File: src/rtl/memory_access_stage_if.sv
// Data-memory request/acknowledge bus between the memory stage and the data memory.
interface memory_access_stage_if #(
    parameter int unsigned WORD = 32
);
    logic            dmem_req_o;
    logic            dmem_we_o;
    logic [WORD-1:0] dmem_addr_o;
    logic [3:0]      dmem_be_o;
    logic [WORD-1:0] dmem_wdata_o;
    logic [WORD-1:0] dmem_rdata_i;
    logic            dmem_ack_i;

    modport master (
        output dmem_req_o,
        output dmem_we_o,
        output dmem_addr_o,
        output dmem_be_o,
        output dmem_wdata_o,
        input  dmem_rdata_i,
        input  dmem_ack_i
    );

    modport slave (
        input  dmem_req_o,
        input  dmem_we_o,
        input  dmem_addr_o,
        input  dmem_be_o,
        input  dmem_wdata_o,
        output dmem_rdata_i,
        output dmem_ack_i
    );
endinterface

File: src/rtl/memory_access_stage.sv
// Pipeline memory stage: issues loads/stores over a req/ack bus, stalls upstream while
// an access is outstanding, and presents aligned/extended writeback data to MEM/WB.
module memory_access_stage #(
    parameter int unsigned WORD       = 32,
    parameter int unsigned ADDR_WIDTH = 4
) (
    input  logic                  clk_i,
    input  logic                  reset_n_i,
    input  logic                  is_valid_i,
    input  logic                  mem_read_en_i,
    input  logic                  mem_write_en_i,
    input  logic [1:0]            mem_size_i,
    input  logic                  mem_sign_ext_i,
    input  logic                  reg_file_write_en_i,
    input  logic [ADDR_WIDTH-1:0] reg_dest_addr_i,
    input  logic [WORD-1:0]       alu_result_i,
    input  logic [WORD-1:0]       reg_2_data_i,
    output logic                  stall_o,
    memory_access_stage_if.master dmem,
    output logic                  wb_valid_o,
    output logic                  wb_reg_write_en_o,
    output logic [ADDR_WIDTH-1:0] wb_reg_dest_addr_o,
    output logic [WORD-1:0]       wb_data_o,
    output logic                  misalign_fault_o
);

    localparam int unsigned BE_W    = 4;
    localparam int unsigned SHIFT_W = 5;

    localparam logic [0:0] IDLE = 1'b0;
    localparam logic [0:0] BUSY = 1'b1;

    localparam logic [1:0] SIZE_BYTE = 2'b00;
    localparam logic [1:0] SIZE_HALF = 2'b01;

    typedef struct packed {
        logic [WORD-1:0]       addr;
        logic [1:0]            size;
        logic                  sign_ext;
        logic                  we;
        logic [ADDR_WIDTH-1:0] dest;
        logic                  reg_we;
        logic [BE_W-1:0]       be;
        logic [WORD-1:0]       wdata;
    } mem_req_t;

    logic [0:0]            state_q, state_d;
    mem_req_t              req_q, req_d;
    logic                  wb_valid_q, wb_valid_d;
    logic                  wb_we_q, wb_we_d;
    logic [ADDR_WIDTH-1:0] wb_dest_q, wb_dest_d;
    logic [WORD-1:0]       wb_data_q, wb_data_d;
    logic                  fault_q, fault_d;

    logic                  mem_op_c;
    logic                  aligned_c;
    logic                  stall_c;
    logic                  busy_c;
    logic [BE_W-1:0]       st_be_c;
    logic [WORD-1:0]       st_wdata_c;
    logic [WORD-1:0]       ld_shift_c;
    logic [WORD-1:0]       ld_data_c;

    assign mem_op_c = is_valid_i & (mem_read_en_i | mem_write_en_i);

    // Alignment check; reserved size behaves as word
    always_comb begin
        aligned_c = 1'b1;
        case (mem_size_i)
            SIZE_BYTE: aligned_c = 1'b1;
            SIZE_HALF: aligned_c = ~alu_result_i[0];
            default:   aligned_c = (alu_result_i[1:0] == 2'b00);
        endcase
    end

    // Store byte-lane enables and replicated write data, computed at capture time
    always_comb begin
        st_be_c    = 4'b1111;
        st_wdata_c = reg_2_data_i;
        case (mem_size_i)
            SIZE_BYTE: begin
                st_be_c    = BE_W'(4'b0001 << alu_result_i[1:0]);
                st_wdata_c = {4{reg_2_data_i[7:0]}};
            end
            SIZE_HALF: begin
                st_be_c    = BE_W'(4'b0011 << alu_result_i[1:0]);
                st_wdata_c = {2{reg_2_data_i[15:0]}};
            end
            default: begin
                st_be_c    = 4'b1111;
                st_wdata_c = reg_2_data_i;
            end
        endcase
    end

    // Load lane extraction and extension from the captured offset/size/sign
    always_comb begin
        ld_shift_c = dmem.dmem_rdata_i >> SHIFT_W'({req_q.addr[1:0], 3'b000});
        ld_data_c  = dmem.dmem_rdata_i;
        case (req_q.size)
            SIZE_BYTE: ld_data_c = {{(WORD-8){req_q.sign_ext & ld_shift_c[7]}}, ld_shift_c[7:0]};
            SIZE_HALF: ld_data_c = {{(WORD-16){req_q.sign_ext & ld_shift_c[15]}}, ld_shift_c[15:0]};
            default:   ld_data_c = dmem.dmem_rdata_i;
        endcase
    end

    always_ff @(posedge clk_i or negedge reset_n_i) begin
        if (!reset_n_i) begin
            state_q    <= IDLE;
            req_q      <= '0;
            wb_valid_q <= 1'b0;
            wb_we_q    <= 1'b0;
            wb_dest_q  <= '0;
            wb_data_q  <= '0;
            fault_q    <= 1'b0;
        end else begin
            state_q    <= state_d;
            req_q      <= req_d;
            wb_valid_q <= wb_valid_d;
            wb_we_q    <= wb_we_d;
            wb_dest_q  <= wb_dest_d;
            wb_data_q  <= wb_data_d;
            fault_q    <= fault_d;
        end
    end

    always_comb begin
        state_d    = state_q;
        req_d      = req_q;
        wb_valid_d = 1'b0;
        wb_we_d    = 1'b0;
        wb_dest_d  = wb_dest_q;
        wb_data_d  = wb_data_q;
        fault_d    = 1'b0;
        stall_c    = 1'b0;
        case (state_q)
            IDLE: begin
                if (mem_op_c) begin
                    if (aligned_c) begin
                        stall_c        = 1'b1;
                        state_d        = BUSY;
                        req_d.addr     = alu_result_i;
                        req_d.size     = mem_size_i;
                        req_d.sign_ext = mem_sign_ext_i;
                        req_d.we       = mem_write_en_i;
                        req_d.dest     = reg_dest_addr_i;
                        req_d.reg_we   = reg_file_write_en_i;
                        req_d.be       = st_be_c;
                        req_d.wdata    = st_wdata_c;
                    end else begin
                        fault_d = 1'b1;
                    end
                end else begin
                    wb_valid_d = is_valid_i;
                    wb_we_d    = reg_file_write_en_i & is_valid_i;
                    wb_dest_d  = reg_dest_addr_i;
                    wb_data_d  = alu_result_i;
                end
            end
            BUSY: begin
                stall_c = ~dmem.dmem_ack_i;
                if (dmem.dmem_ack_i) begin
                    state_d    = IDLE;
                    wb_valid_d = 1'b1;
                    wb_we_d    = req_q.reg_we & ~req_q.we;
                    wb_dest_d  = req_q.dest;
                    wb_data_d  = req_q.we ? '0 : ld_data_c;
                end
            end
            default: state_d = IDLE;
        endcase
    end

    // Bus outputs come straight from the captured request, so they hold until ack
    assign busy_c             = (state_q == BUSY);
    assign dmem.dmem_req_o    = busy_c;
    assign dmem.dmem_we_o     = busy_c & req_q.we;
    assign dmem.dmem_addr_o   = busy_c ? {req_q.addr[WORD-1:2], 2'b00} : '0;
    assign dmem.dmem_be_o     = busy_c ? req_q.be : '0;
    assign dmem.dmem_wdata_o  = busy_c ? req_q.wdata : '0;

    // Held-upstream inputs must not raise stall while reset is asserted
    assign stall_o            = reset_n_i & stall_c;
    assign wb_valid_o         = wb_valid_q;
    assign wb_reg_write_en_o  = wb_we_q;
    assign wb_reg_dest_addr_o = wb_dest_q;
    assign wb_data_o          = wb_data_q;
    assign misalign_fault_o   = fault_q;

endmodule

File: src/flat_wrapper.sv
// flat-port wrapper written by rule: the top's interface ports become plain ports
module memory_access_stage_flat 
#(
    parameter int unsigned WORD       = 32,
    parameter int unsigned ADDR_WIDTH = 4
)
  (clk_i, reset_n_i, is_valid_i, mem_read_en_i, mem_write_en_i, mem_size_i, mem_sign_ext_i, reg_file_write_en_i, reg_dest_addr_i, alu_result_i, reg_2_data_i, stall_o, wb_valid_o, wb_reg_write_en_o, wb_reg_dest_addr_o, wb_data_o, misalign_fault_o, dmem_dmem_req_o, dmem_dmem_we_o, dmem_dmem_addr_o, dmem_dmem_be_o, dmem_dmem_wdata_o, dmem_dmem_rdata_i, dmem_dmem_ack_i);
  memory_access_stage_if #(.WORD(WORD)) dmem_i ();
  input  logic clk_i;
  input  logic reset_n_i;
  input  logic is_valid_i;
  input  logic mem_read_en_i;
  input  logic mem_write_en_i;
  input  logic [1:0] mem_size_i;
  input  logic mem_sign_ext_i;
  input  logic reg_file_write_en_i;
  input  logic [ADDR_WIDTH-1:0] reg_dest_addr_i;
  input  logic [WORD-1:0] alu_result_i;
  input  logic [WORD-1:0] reg_2_data_i;
  output logic stall_o;
  output logic wb_valid_o;
  output logic wb_reg_write_en_o;
  output logic [ADDR_WIDTH-1:0] wb_reg_dest_addr_o;
  output logic [WORD-1:0] wb_data_o;
  output logic misalign_fault_o;
  output wire logic [$bits(dmem_i.dmem_req_o)-1:0] dmem_dmem_req_o;
  output wire logic [$bits(dmem_i.dmem_we_o)-1:0] dmem_dmem_we_o;
  output wire logic [$bits(dmem_i.dmem_addr_o)-1:0] dmem_dmem_addr_o;
  output wire logic [$bits(dmem_i.dmem_be_o)-1:0] dmem_dmem_be_o;
  output wire logic [$bits(dmem_i.dmem_wdata_o)-1:0] dmem_dmem_wdata_o;
  input wire logic [$bits(dmem_i.dmem_rdata_i)-1:0] dmem_dmem_rdata_i;
  input wire logic [$bits(dmem_i.dmem_ack_i)-1:0] dmem_dmem_ack_i;
  assign dmem_dmem_req_o = dmem_i.dmem_req_o;
  assign dmem_dmem_we_o = dmem_i.dmem_we_o;
  assign dmem_dmem_addr_o = dmem_i.dmem_addr_o;
  assign dmem_dmem_be_o = dmem_i.dmem_be_o;
  assign dmem_dmem_wdata_o = dmem_i.dmem_wdata_o;
  assign dmem_i.dmem_rdata_i = dmem_dmem_rdata_i;
  assign dmem_i.dmem_ack_i = dmem_dmem_ack_i;
  memory_access_stage #(.WORD(WORD), .ADDR_WIDTH(ADDR_WIDTH)) u_core (.clk_i(clk_i), .reset_n_i(reset_n_i), .is_valid_i(is_valid_i), .mem_read_en_i(mem_read_en_i), .mem_write_en_i(mem_write_en_i), .mem_size_i(mem_size_i), .mem_sign_ext_i(mem_sign_ext_i), .reg_file_write_en_i(reg_file_write_en_i), .reg_dest_addr_i(reg_dest_addr_i), .alu_result_i(alu_result_i), .reg_2_data_i(reg_2_data_i), .stall_o(stall_o), .dmem(dmem_i), .wb_valid_o(wb_valid_o), .wb_reg_write_en_o(wb_reg_write_en_o), .wb_reg_dest_addr_o(wb_reg_dest_addr_o), .wb_data_o(wb_data_o), .misalign_fault_o(misalign_fault_o));
endmodule
File: config.mk
export PLATFORM = sky130hd
export DESIGN_NAME = memory_access_stage_flat
export DESIGN_NICKNAME = d
export VERILOG_FILES = /design/src/rtl/memory_access_stage_if.sv /design/src/rtl/memory_access_stage.sv /design/src/flat_wrapper.sv
export SDC_FILE = /design/constraint.sdc
export NUM_CORES = 1
export LEC_CHECK = 0
export ABC_AREA = 1
export CAP_MARGIN = 40
export CORE_MARGIN = 3
export CORE_UTILIZATION = 41
export CTS_CLUSTER_DIAMETER = 120
export CTS_CLUSTER_SIZE = 12
export DETAILED_ROUTE_END_ITERATION = 6
export HOLD_SLACK_MARGIN = 0.12
export PLACE_DENSITY = 0.77
export SYNTH_ARGS = -nofsm -noshare
export SYNTH_HDL_FRONTEND = slang
export SYNTH_SLANG_ARGS = --single-unit
File: constraint.sdc
create_clock -name clk_i -period 1.35 [get_ports clk_i]
set_input_delay 0.135 -clock clk_i [delete_from_list [all_inputs] [get_ports clk_i]]
set_output_delay 0.135 -clock clk_i [all_outputs]
set_load 0.01 [all_outputs]
==> impl_metrics.ini <==
[worst_setup_path]
rrSetupSlack_ps = -410
slowest_stage = dfrtp_2
cp_max_fo = 27
worstPathArrival_ps = 2070
critPathLaunchType = flip-flop
path_cells = buf_6 -> buf_6 -> clkinv_4 -> nand3b_4 -> buf_4 -> buf_4 -> nand2_4 -> inv_4 -> buf_12 -> nor2_1 -> a21oi_1
required_ps = 1660
crit_type = flip-flop to flip-flop
critical_path.endpoint_type = flip-flop
max_stage_delay_ps = 430

[final_layout]
diodes = 0
area_growth_pct = 64.0
drive_gt1_share_pct = 21.6
fin_cells = 1362
fill_cells = 1205
nets = 1275

[logic_synthesis]
ys_seq_area_share_pct = 46.8
synth_area_leaders = dfrtp_1 (47%), nand2_1 (21%), a21oi_1 (7.4%)
netlist_top_cells_count = nand2_1 (348), dfrtp_1 (117), inv_1 (102), a21oi_1 (92), o21ai_0 (50)
synthCells = 889
synth-edff-count = 0
ys_warn_count = 0
syn_area_um2 = 6260
synthArstFlopShare_pct = 100
netlist.area_leader.share_pct = 46.8
synth_seq_cells = 117
yosysMostFrequentCell = nand2_1
ys_types = 28
yosys.area.top_type = dfrtp_1
syn_area_per_cell_um2 = 7.04
synth_flop_cell = dfrtp_1

[floorplanning]
start_util_pct = 42.4
dieHeight_um = 130
die_w_um = 130
row_count = 44
core_area_um2 = 14800
io_pins = 220
dieArea_um2 = 16800

[clocking]
cts_buffers = 17
clk_path_buf_depth = 2
htree_levels = 4
cts_tree = yes
clock-sinks = 117
clk_pin_slew_worst_paths_ps = 60
root_buffer = clkbuf_16
worstSkewPairLatency_ps = 420

[sta]
tightest_slew_ps = 681
final.period_utilization_pct = 130
timing.fmax_mhz = 568
skew_ps = 8.36
rsz0062_at_grt = yes
relSlewSlack_pct = 54.6
finalSetupViolations = 221
tns_ps = -55840
min_period_ps = 1760
worst_slack_ps = -411
slew_viol_final = 0
hold_violations = 0

[detailed_routing]
drt-initial-drc-count = 784
wl_mm = 25.3
antenna_left = 0
drtPass1Iterations = 5
vias = 7174
routed_via_density = 5.27
post_drt_wl_per_cell_um = 18.6
drc_errors = 0

[power]
ir_worst_vdd_v = 0.000934
powerDensity_nw_per_um2 = 1460
p_leak_nw = 5.41

[global_route]
grt_max_degree = 118
grt_antenna_before_repair = 0
grt_usage_pct = 28.6
grt_pass1_wl_mm = 36.8
grt_pass1_vias = 6636
grt_remaining_overflow = 0

[place]
post-place-cells = 1297
io_buffers = 217
hpwl_mm = 15.5
place_ws_ps = -793
gp_congestion = 0.953

[outcome]
violations = negative setup slack
status = finished with violations

[hold_path]
hp-class = primary input to flip-flop

[flow_run]
drv_cap = 0
## per-stage QoR
step / instance area (µm²) / hold WS, ps / total power [mW] / util [%]
after CTS: 9890 / 269 / 14.6 / 67.0
final: 10300 / 280 / 15.0 / 69.6
after global routing: 10300 / 283 / 15.8 / 69.6
after global placement: 9020 / 306 / 9.69 / 61.1
after detailed placement: 9020 / 309 / 9.81 / 61.1
after floorplan: 6330 / -161 / 7.22 / -
## critical path, delay by kind of cell, from the launching register on
| kind | cells | cell delay (ps) |
|---|---|---|
| AO/OA/AOI/OAI | 1 | 60 |
| buffers and inverters | 7 | 800 |
| flip-flops | 1 | 430 |
| AND/OR/NAND/NOR | 3 | 340 |
## state kept, by name, indices dropped and copies added (netlist names)
name	cells
u_core.misalign_fault_o	1
u_core.wb_reg_dest_addr_o	4
u_core.wb_valid_o	1
u_core.dmem.dmem_req_o	1
u_core.wb_reg_write_en_o	1
u_core.req_q	77
u_core.wb_data_o	32
## what timing repair did
action                                 4_1_cts  5_1_grt
pin swaps                                   12       10
cloned                                      11        5
resized for setup                          290       74
setup endpoints to repair                  224      223
endpoints found under the hold margin      117        0
hold buffers                                 1        0
setup buffers                                8       11
## per-layer routing
metal  wire (µm)  share of wire (%)  global-route usage, %
met1       10400                 41                   38.8
met2       12400                 49                   46.0
met3        1720                6.8                   6.02
met4         814                3.2                   9.47
met5           0                  0                      0
## path summary, 6_finish.rpt
kind,endpoint,cells past startpoint,from
max in group asynchronous,u_core.req_q[43],3,reset_n_i
worst max-delay path,u_core.wb_data_o[31],11,u_core.dmem.dmem_req_o
min in group asynchronous,u_core.req_q[4],3,reset_n_i
worst min register to register,u_core.req_q[60],2,u_core.req_q[60]
worst max register to register,u_core.wb_data_o[31],11,u_core.dmem.dmem_req_o
worst min-delay path,u_core.req_q[42],3,mem_sign_ext_i
## cell type report
cell class / count / area [µm²] / area share (%)
Tap cell: 184 / 230 / 2.24
Sequential cell: 117 / 2930 / 28.5
Timing Repair Buffer: 309 / 3220 / 31.3
Multi-Input combinational cell: 612 / 2890 / 28.1
Clock inverter: 11 / 125 / 1.22
Inverter: 108 / 418 / 4.07
Clock buffer: 21 / 460 / 4.48
## placed cells by master, fill, tap and decap left out, types with 3 or more instances in the layout
cell type,Yosys,routed
nand3_1,32,26
bufbuf_16,0,4
clkinv_4,0,4
nand4_1,4,4
inv_2,6,4
a21oi_1,92,73
dfrtp_1,117,116
dlygate4sd2_1,0,9
buf_12,0,16
o21a_1,8,8
clkdlybuf4s15_2,0,5
clkbuf_16,0,22
o211ai_1,8,8
nand3_2,1,6
nor2_1,49,42
clkinv_2,0,3
nand2_2,1,18
buf_16,0,9
o21ai_1,4,14
o21ai_0,50,37
nand2_1,348,329
inv_1,102,101
nor2_2,2,7
clkdlybuf4s50_1,0,145
buf_6,4,13
buf_4,8,49
o21ai_2,0,3
a21oi_2,0,17
nor2_4,1,3
buf_2,22,49
a31oi_1,4,4
## cell families (layout without fill, tap and decap cells)
| group | Yosys count | after routing | synth area share [%] |
|---|---|---|---|
| AND/OR/NAND/NOR | 441 | 441 | 27.8 |
| AO/OA/AOI/OAI | 169 | 169 | 14.4 |
| buffers and inverters | 161 | 449 | 11.0 |
| flip-flops | 117 | 117 | 46.8 |
| other | 1 | 2 | 0.0599 |
## where the power goes
part           leakage, nW  switching [mW]  internal [mW]  total (mW)
sequential            1.41           0.581           4.38        4.96
combinational         3.71            2.83           2.70        5.54
clock                0.284            1.71           2.82        4.53
total                 5.41            5.12           9.90        15.0
(Power assumes the default switching activity.)
